--- config.mk ---
export PLATFORM = sky130hd
export DESIGN_NAME = bit_serializer
export DESIGN_NICKNAME = d
export VERILOG_FILES = /design/src/rtl/ser_pkg.sv /design/src/rtl/ser_bit_counter.sv /design/src/rtl/bit_serializer.sv
export SDC_FILE = /design/constraint.sdc
export NUM_CORES = 1
export LEC_CHECK = 0
export ABC_AREA = 1
export BUFFER_PORTS_ARGS = -buffer_cell sky130_fd_sc_hd__buf_4
export CORE_AREA = 2 2 39 41
export DETAILED_ROUTE_END_ITERATION = 8
export DIE_AREA = 0 0 41 43
export HOLD_SLACK_MARGIN = 0.15
export PLACE_DENSITY = 0.69
export RECOVER_POWER = 25
export SLEW_MARGIN = 10
export SYNTH_ARGS = -nofsm -noshare
export SYNTH_HDL_FRONTEND = slang
export SYNTH_SLANG_ARGS = --single-unit
--- constraint.sdc ---
create_clock -name Clock -period 1.7 [get_ports Clock]
set_clock_uncertainty 0.2 [all_clocks]
set_input_delay 0.085 -clock Clock [delete_from_list [all_inputs] [get_ports Clock]]
set_output_delay 0.085 -clock Clock [all_outputs]
set_load 0.03 [all_outputs]
--- src/rtl/ser_pkg.sv ---
// Shared types and helpers for the bit serializer and its bit counter.
package ser_pkg;

  typedef enum logic {IDLE = 1'b0, SHIFT = 1'b1} ser_state_t;

  localparam int DEFAULT_WIDTH = 8;

  function automatic int cnt_width(input int width);
    return (width < 2) ? 1 : $clog2(width);
  endfunction

endpackage

--- src/rtl/ser_bit_counter.sv ---
// Bit position counter: clear, increment, terminal-count flag at WIDTH-1.
module ser_bit_counter
  import ser_pkg::*;
#(
  parameter int WIDTH = DEFAULT_WIDTH,
  localparam int CNT_W = cnt_width(WIDTH)
) (
  input  logic             clk,
  input  logic             rst,
  input  logic             clr,
  input  logic             inc,
  output logic [CNT_W-1:0] cnt,
  output logic             tc
);

  localparam logic [CNT_W-1:0] LAST = CNT_W'(WIDTH - 1);

  // Saturates at LAST; wrapping only happens through an explicit clear.
  always_ff @(posedge clk) begin
    if (rst || clr) begin
      cnt <= '0;
    end else if (inc && !tc) begin
      cnt <= cnt + CNT_W'(1);
    end
  end

  assign tc = (cnt == LAST);

endmodule

--- src/rtl/bit_serializer.sv ---
// Parallel-to-serial converter with valid/ready input and framed, registered
// serial output (first/last markers), supporting back-to-back words.
module bit_serializer
  import ser_pkg::*;
#(
  parameter int WIDTH     = DEFAULT_WIDTH,
  parameter bit MSB_FIRST = 1'b0
) (
  input  logic             Clock,
  input  logic             Reset,
  input  logic [WIDTH-1:0] InData,
  input  logic             InValid,
  output logic             InReady,
  output logic             SerOut,
  output logic             SerValid,
  output logic             SerFirst,
  output logic             SerLast,
  output logic             Busy
);

  localparam int CNT_W = cnt_width(WIDTH);
  localparam logic [CNT_W-1:0] PRE_LAST = CNT_W'(WIDTH - 2);

  ser_state_t       state, state_n;
  logic [WIDTH-1:0] shreg, shreg_n;
  logic [CNT_W-1:0] bit_cnt;
  logic             tc, xfer, clr, inc;
  logic             first_n, last_n;

  function automatic logic head_bit(input logic [WIDTH-1:0] w);
    return MSB_FIRST ? w[WIDTH-1] : w[0];
  endfunction

  function automatic logic [WIDTH-1:0] shift_once(input logic [WIDTH-1:0] w);
    return MSB_FIRST ? {w[WIDTH-2:0], 1'b0} : {1'b0, w[WIDTH-1:1]};
  endfunction

  ser_bit_counter #(.WIDTH(WIDTH)) u_cnt (
    .clk (Clock),
    .rst (Reset),
    .clr (clr),
    .inc (inc),
    .cnt (bit_cnt),
    .tc  (tc)
  );

  assign InReady = !Reset && ((state == IDLE) || ((state == SHIFT) && tc));
  assign xfer    = InValid && InReady;
  assign Busy    = (state == SHIFT);

  always_comb begin
    state_n = IDLE;
    shreg_n = '0;
    clr     = 1'b0;
    inc     = 1'b0;
    first_n = 1'b0;
    last_n  = 1'b0;
    case (state)
      IDLE: begin
        if (xfer) begin
          state_n = SHIFT;
          shreg_n = InData;
          clr     = 1'b1;
          first_n = 1'b1;
        end
      end
      SHIFT: begin
        if (!tc) begin
          state_n = SHIFT;
          shreg_n = shift_once(shreg);
          inc     = 1'b1;
          last_n  = (bit_cnt == PRE_LAST);
        end else if (xfer) begin
          // Reload on the last bit so the next word follows with no gap.
          state_n = SHIFT;
          shreg_n = InData;
          clr     = 1'b1;
          first_n = 1'b1;
        end else begin
          clr = 1'b1;
        end
      end
      default: clr = 1'b1;
    endcase
  end

  // Serial outputs are registered from the next-state values.
  always_ff @(posedge Clock) begin
    if (Reset) begin
      state    <= IDLE;
      shreg    <= '0;
      SerOut   <= 1'b0;
      SerValid <= 1'b0;
      SerFirst <= 1'b0;
      SerLast  <= 1'b0;
    end else begin
      state    <= state_n;
      shreg    <= shreg_n;
      SerOut   <= (state_n == SHIFT) ? head_bit(shreg_n) : 1'b0;
      SerValid <= (state_n == SHIFT);
      SerFirst <= first_n;
      SerLast  <= last_n;
    end
  end

endmodule

# [Word-level counts from Yosys, hierarchy flattened]
# Cells that the tools add are included.
[classes] addsub=1 n_eq_ne=2 mux=12 bitwise_logic=2 reduce_logical=10
[op_table] cell="$mux W8" n=2
[op_table] cell="$pmux W8 S2" n=1
[op_table] cell="$eq A3 B3 Y1 const B" n=2
[op_table] cell="$mux W1" n=6
[op_table] cell="$pmux W1 S2" n=3
[op_table] cell="$logic_and A1 B1 Y1" n=4
[op_table] cell="$add A3 B1 Y3 const B" n=1
[op_table] cell="$reduce_or A3 Y1" n=1
[op_table] cell="$logic_not A1 Y1" n=2
[op_table] cell="$logic_or A1 B1 Y1" n=2
[op_table] cell="$not A1 Y1" n=2
[op_table] cell="$reduce_or A2 Y1" n=1
[word_totals] ff_bits=15 in_bits=11 output_inout_bits=6 wordCells=33

# [Logic depth before layout (Yosys ltp)]
# Gate-level depths: netlist (run 1).
[depth] ltp_word=10 mapped_depth=8 depth_no_buf=8

# [Hierarchy]
# A second synthesis (run 1) with hierarchy kept.
[hier_totals] cells_unflattened=74 hier_area_um2=581.8
[by_module_without_submodules] mod="bit_serializer" instances=1 cells_each=51 area_per_inst_um2=422.9 seq_area_each_um2=220.2
[by_module_without_submodules] mod="ser_bit_counter" instances=1 cells_each=23 area_per_inst_um2=158.9 seq_area_each_um2=60.1

# [Worst setup path before layout (run 1)]
# No wires, ideal clock.
[synth_path] path_type="register -> output" start="register u_cnt.cnt[0]" end="output InReady" arrival_ns=1.247 required_time_ns=1.415 slack_ns=0.168 stages_incl_launch_ff=6 path_buffers=1 path_cell_list="dfxtp_1 > ha_1 > ha_1 > nor2_4 > buf_6 > nor2_1"
[synth_via] elab_chain_len=4
[synth_lines] item="start, declared" line_no="ser_bit_counter.sv:12" text="output logic [CNT_W-1:0] cnt,"
[synth_lines] item="start signal, assigned" line_no="ser_bit_counter.sv:23" text="cnt <= cnt + CNT_W'(1);"
[synth_lines] item="$eq A3 B3 Y1" line_no="ser_bit_counter.sv:27" text="assign tc = (cnt == LAST);"
[synth_lines] item="$logic_and A1 B1 Y1" line_no="bit_serializer.sv:47" text="assign InReady = !Reset && ((state == IDLE) || ((state == SHIFT) && tc));"
[synth_lines] item="$logic_or A1 B1 Y1" line_no="bit_serializer.sv:47"
[synth_lines] item="$logic_and A1 B1 Y1" line_no="bit_serializer.sv:47"
[synth_lines] item="end, declared" line_no="bit_serializer.sv:13" text="output logic InReady,"
# No other way between the ends.

# [Final worst setup path (run 1)]
# Ends and elaborated chain as after synthesis.

==> results.ini, run 1 <==
[outcome]
outcome=completed

[power]
ir_drop_mv=0.444
swShare=0.249
seqPwrFrac=0.552
p_comb_frac=0.165
power.leakage_nw=0.418
internal_power_uw=472
powerDensity_mw_per_mm2=778
p_clk_frac=0.283
power.switching_uw=157

[clock_tree]
cts_tree=yes
root_buffer=clkbuf_4
clockBufferDepth=2
path_clk_slew_ns=0.08
htree_num_levels=1
cts_sinks=14
numCtsBuffers=3
clk_latency_ns=0.27

[routing]
postRouteAntennaNets=0
routed_wl_um=1140
viasPerCell=4.45
drc_errors=0
first_pass_iters=4
first_iter_violations=10
post_drt_wl_per_cell_um=9.69
vias=525

[setup_path]
critical_path_buf_inv_count=1
path_cells=ha_1 > ha_1 > nor2_4 > nor2_1 > buf_4
path_class=flip-flop to primary output
worstPathMaxFanout=3
crit_top_cell=ha_1
slowest_delay_ns=0.33
critical-path-slowest-cell=dfxtp_1
cp.arrival_ns=1.31
endpoint_kind=primary output
startpoint_type=flip-flop
required_ns=1.41
ff2ff_setup_slack_ns=0.17
crit_family=adder cells

[global_routing]
grt_pass1_vias=493
grtUsageTotal=0.163
grt_pass1_wl_um=1950
grt_max_degree=11
grt_overflow=0
grt_antenna_before_repair=0

[sta]
drv_slew=0
setup-tns-final_ns=0
hold_viol=0
relSlewSlack=0.750
fin_crit_sh=0.937
timing.fmax_mhz=627
layout_min_cycle_time_ns=1.59
setup_viol=0
grt_setup_unrepaired=no
worstMarginPinSlew_ns=0.376

[die]
coreArea_mm2=0.00138
fp-row-count=14
boundaryPins=17
die_h_um=43
die_area_mm2=0.00176
die_x_um=41
start_util=0.416

[place]
port_buffers=16
dp_hpwl_um=781
placed_area_um2=697
gp_congestion=0.714

[logic_synthesis]
seq_area_frac_synth=0.487
yosysWarnings=0
syn_nets=88
synth_cell_types=15
avgSynthCellArea_um2=7.78
syn_inst=74
synth_seq_cells=14
syn_area_um2=576

[layout]
multiInputGateArea_um2=236
layout_commonest_cell=nand2_1
nets=118
antenna_cells=0
final_cell_mix=nand2_1 (27), dfxtp_1 (14), buf_4 (12), dlygate4sd3_1 (10), nand3_1 (8)
drive_above_1_share=0.216
seq_area_um2=280
fillers=139
post-route-cell-area_um2=808
post-route-util=0.584
area_growth_pct=40.4

[hold_path]
min_path_type=flip-flop to flip-flop

[job]
maxCapViolCount=0

Yosys cell counts:
| cell | count | share of area |
|---|---|---|
| nand2_1 | 27 | 0.18 |
| dfxtp_1 | 14 | 0.49 |
| nand2_2 | 2 | 0.022 |
| nor2_1 | 4 | 0.026 |
| o21ai_0 | 1 | 0.0087 |
| a21oi_2 | 1 | 0.015 |
| buf_4 | 1 | 0.013 |
| inv_1 | 7 | 0.046 |
| nand3_1 | 8 | 0.070 |
| a21oi_1 | 1 | 0.0087 |
| inv_4 | 1 | 0.011 |
| nor2_4 | 1 | 0.020 |
| ha_1 | 3 | 0.065 |
| inv_2 | 2 | 0.013 |
| buf_6 | 1 | 0.020 |
tightest hold or removal path: cells and delay by family, from the launching register on:
| family | cells | cell delay (ns) |
|---|---|---|
| simple gates | 2 | 0.12 |
| flops | 1 | 0.30 |
power groups by stage:
stage | Sequential (mW) | Clock [mW] | Combinational [mW]
after floorplan | 0.361 | 0 | 0.0487
after global placement | 0.355 | 0 | 0.0846
after detailed placement | 0.355 | 0 | 0.0864
after CTS | 0.347 | 0.185 | 0.108
after global routing | 0.349 | 0.197 | 0.116
final | 0.347 | 0.178 | 0.104
per-layer routing:
| metal | track usage | wire length, um |
|---|---|---|
| met1 | 0.210 | 508 |
| met2 | 0.238 | 524 |
| met3 | 0.0314 | 82 |
| met4 | 0.100 | 27 |
| met5 | 0 | 0 |
final timing paths:
check                       startpoint                        end  cells after the start
min reg2reg        shreg[2]$_SDFF_PP0_        shreg[1]$_SDFF_PP0_                      2
max reg2reg  u_cnt.cnt[0]$_SDFFE_PP0P_  u_cnt.cnt[2]$_SDFFE_PP0P_                      8
max          u_cnt.cnt[0]$_SDFFE_PP0P_                    InReady                      5
min                shreg[2]$_SDFF_PP0_        shreg[1]$_SDFF_PP0_                      2
sequential cells by signal, indices dropped and copies added (netlist names):
register and count:
SerOut 1, SerFirst 1, u_cnt.cnt 3, SerLast 1, Busy 1, shreg 7
cell type report:
cell class	count	share of cell area
clock buffers	3	0.0279
inverters	10	0.0495
multi-input cells	48	0.293
flip-flops and latches	14	0.347
well taps	16	0.0248
repair buffers	27	0.259
kinds of logic after synthesis:
| group | Yosys count | synth area share |
|---|---|---|
| AND/OR/NAND/NOR | 42 | 0.313 |
| flip-flops | 14 | 0.487 |
| buffers and inverters | 12 | 0.102 |
| AO/OA/AOI/OAI | 3 | 0.0326 |
| adder cells (fa/ha/maj) | 3 | 0.0652 |
stage by stage:
stage / hold slack, ns / instances / total power, mW / setup slack, ns
after global routing: 0.266 / 118 / 0.662 / 0.0300
after floorplan: -0.0119 / 74 / 0.410 / 0.168
after global placement: 0.0717 / 104 / 0.439 / 0.200
final: 0.253 / 118 / 0.629 / 0.106
after detailed placement: 0.0764 / 104 / 0.442 / 0.158
after CTS: 0.258 / 118 / 0.640 / 0.0966
timing repair:
action / 4_1_cts / 5_1_grt
hold buffers: 10 / 0
resized for setup: 0 / 0
hold endpoints to repair: 14 / 0
endpoints found under the setup margin: 1 / 0
buffers inserted: 1 / 0
Power figures use the tool's default switching activity.
==> inputs of run 2 (changes only) <==
--- a/config.mk
+++ b/config.mk
@@ -13,6 +13,7 @@
 export HOLD_SLACK_MARGIN = 0.15
 export PLACE_DENSITY = 0.69
 export RECOVER_POWER = 25
+export SETUP_SLACK_MARGIN = 0.4
 export SLEW_MARGIN = 10
 export SYNTH_ARGS = -nofsm -noshare
 export SYNTH_HDL_FRONTEND = slang
==> constraint.sdc (replaced) <==
create_clock -name Clock -period 1.57 [get_ports Clock]
set_clock_uncertainty 0.2 [all_clocks]
set_input_delay 0.0785 -clock Clock [delete_from_list [all_inputs] [get_ports Clock]]
set_output_delay 0.0785 -clock Clock [all_outputs]
set_load 0.03 [all_outputs]
==> run 2 against run 1 <==
  * The run now ends with hold timing left
  * Register-to-register slack got worse by 0.08 ns
  * Design area rose by 15%
  * Flip-flop and latch count did not move
  * Non-clock buffer count rose by 4
  * Critical endpoint unchanged
==> results.ini, run 2 (synthesis gave the netlist of run 1 again) <==
[outcome]
outcome=finished with violations
failed_checks=hold timing

[layout]
area_growth_pct=61.1
largest_reg_flops=7  ; unchanged
nets=122  ; +3.4%
top_register=shreg
antenna_cells=0  ; unchanged
largestRegisters=shreg (7), u_cnt.cnt (3)
drive_above_1_share=0.393  ; +0.177
post-route-util=0.670  ; +0.0859
layout_commonest_cell=nand2_1
final_cell_mix=nand2_1 (22), buf_4 (17), dfxtp_1 (12), dlygate4sd3_1 (10), nand3_1 (8)

[setup_path]
critical-path-slowest-cell=dfxtp_2
startpoint_type=flip-flop
path_class=flip-flop to primary output
setup.worst_path.start=u_cnt.cnt[0]$_SDFFE_PP0P_
r2r_cells=8  ; unchanged
cp.arrival_ns=1.25  ; -0.06 ns
endpoint_kind=primary output
slowest_delay_ns=0.35  ; +0.02 ns
path_cells=ha_4 > ha_4 > nor2_4 > nor2_4 > buf_6
r2r-start=u_cnt.cnt[0]$_SDFFE_PP0P_
worstPathMaxFanout=3  ; unchanged
required_ns=1.29  ; -0.12 ns

[routing]
postRouteAntennaNets=0  ; unchanged
viasPerCell=4.54  ; +2.1%
first_pass_iters=3  ; -1
post_drt_wl_per_cell_um=10.1  ; +4.0%
vias=559  ; +6.5%
drc_errors=0  ; unchanged
first_iter_violations=3  ; -7
routed_wl_um=1240  ; +8.4%

[hold_path]
hold_depth=4  ; +2
min_path_type=input pin to flip-flop
hold_path_startpoint=Reset

[die]
die_x_um=41  ; unchanged
die_area_mm2=0.00176  ; unchanged
boundaryPins=17  ; unchanged
coreArea_mm2=0.00138  ; unchanged
start_util=0.416  ; unchanged
die_h_um=43  ; unchanged
fp-row-count=14  ; unchanged

[clock_tree]
cts_tree=yes
path_clk_slew_ns=0.09  ; about the same
cts_sinks=14  ; unchanged
clk_latency_ns=0.29  ; +0.02 ns
clockBufferDepth=2  ; unchanged
root_buffer=clkbuf_4
numCtsBuffers=3  ; unchanged
cts_hold_buf=10  ; unchanged
htree_num_levels=1  ; unchanged

[place]
place_ws_ns=0.0711  ; -0.0871 ns
dp_hpwl_um=799  ; +2.2%
gp_congestion=0.742  ; +3.9%
port_buffers=16  ; unchanged

[sta]
timing.fmax_mhz=656
drv_slew=0  ; unchanged
worst_slack_ns=0.0456  ; -0.0607 ns
layout_min_cycle_time_ns=1.52
grt_setup_unrepaired=yes
fin_crit_sh=0.971
setup-tns-final_ns=0  ; unchanged
holdWs_ns=-0.0635  ; -0.317 ns
relSlewSlack=0.760  ; +0.00977
hold_viol=3  ; +3
worstMarginPinSlew_ns=0.362  ; -0.0147 ns
setup_viol=0  ; unchanged

[power]
internal_power_uw=578  ; +22%
p_comb_frac=0.171  ; +0.006
p_clk_frac=0.347  ; +0.064
swShare=0.264  ; +0.0144
powerDensity_mw_per_mm2=846  ; +8.8%
seqPwrFrac=0.482  ; -0.070
power.leakage_nw=0.457  ; +9.3%
power.switching_uw=207  ; +32%
ir_drop_mv=0.472  ; +6.3%

[global_routing]
grt_overflow=0  ; unchanged
grt_max_degree=10  ; -1
grt_antenna_before_repair=0  ; unchanged
grt_pass1_vias=512  ; +3.9%
grt_pass1_wl_um=2090  ; +7.5%
grtUsageTotal=0.181  ; +0.0182

[job]
maxCapViolCount=0  ; unchanged

[run 2: cell types whose count changed in the layout (fill, tap and decap cells not counted), sizes merged]
| cell | delta |
|---|---|
| clkbuf | -1 |
| buf | +6 |
[run 2: through the flow]
stage | hold slack (ns) | instance area, um2 | power (mW) | instances
6_report | -0.0635 | 927 | 0.785 | 123
5_1_grt | -0.0336 | 927 | 0.817 | 123
4_1_cts | -0.0764 | 917 | 0.787 | 122
3_5_place_dp | 0.0711 | 738 | 0.485 | 104
3_3_place_gp | 0.0672 | 738 | 0.483 | 104
2_1_floorplan | -0.0184 | 617 | 0.450 | 74
[run 2: power groups by stage]
stage               sequential (mW)  combinational [mW]  clock (mW)
detailed placement            0.387              0.0981           0
CTS                           0.379               0.131       0.277
finish                        0.378               0.134       0.272
global placement              0.387              0.0962           0
floorplan                     0.394              0.0565           0
global route                  0.380               0.147       0.290
[run 2: final cells by class]
| cell class | count | area, um2 |
|---|---|---|
| clock buffers | 4 | 36.3 |
| fillers | 113 | 457 |
| repair buffers | 31 | 250 |
| inverters | 10 | 42.5 |
| flip-flops and latches | 14 | 283 |
| multi-input cells | 48 | 295 |
| well taps | 16 | 20.0 |
[run 2: worst paths after layout]
path,to,slack [ns]
min reg2reg,shreg[1]$_SDFF_PP0_,0.25
max,InReady,0.05
max reg2reg,u_cnt.cnt[1]$_SDFFE_PP0P_,0.09
min,shreg[7]$_SDFF_PP0_,-0.06
[run 2: worst max-delay path, delay by kind of cell (launching register included)]
| family | cells | cell delay (ns) |
|---|---|---|
| buffers and inverters | 1 | 0.13 |
| and+or+nand+nor | 2 | 0.15 |
| DFF | 1 | 0.35 |
| adders and majority gates | 2 | 0.32 |
[run 2: metal layers]
metal / track usage / up-vias / wire length, um
li1: - / 292 / -
met1: 0.213 / 251 / 525
met2: 0.272 / 11 / 623
met3: 0.0314 / 5 / 50
met4: 0.140 / 0 / 41
met5: 0 / - / 0
[run 2: timing repair]
action                                 CTS  global route
endpoints found under the hold margin   14             9
gates cloned                             0             0
pin swaps                                1             2
setup buffers                            4             1
gates resized for setup                  3             7
setup endpoints to repair               15            17
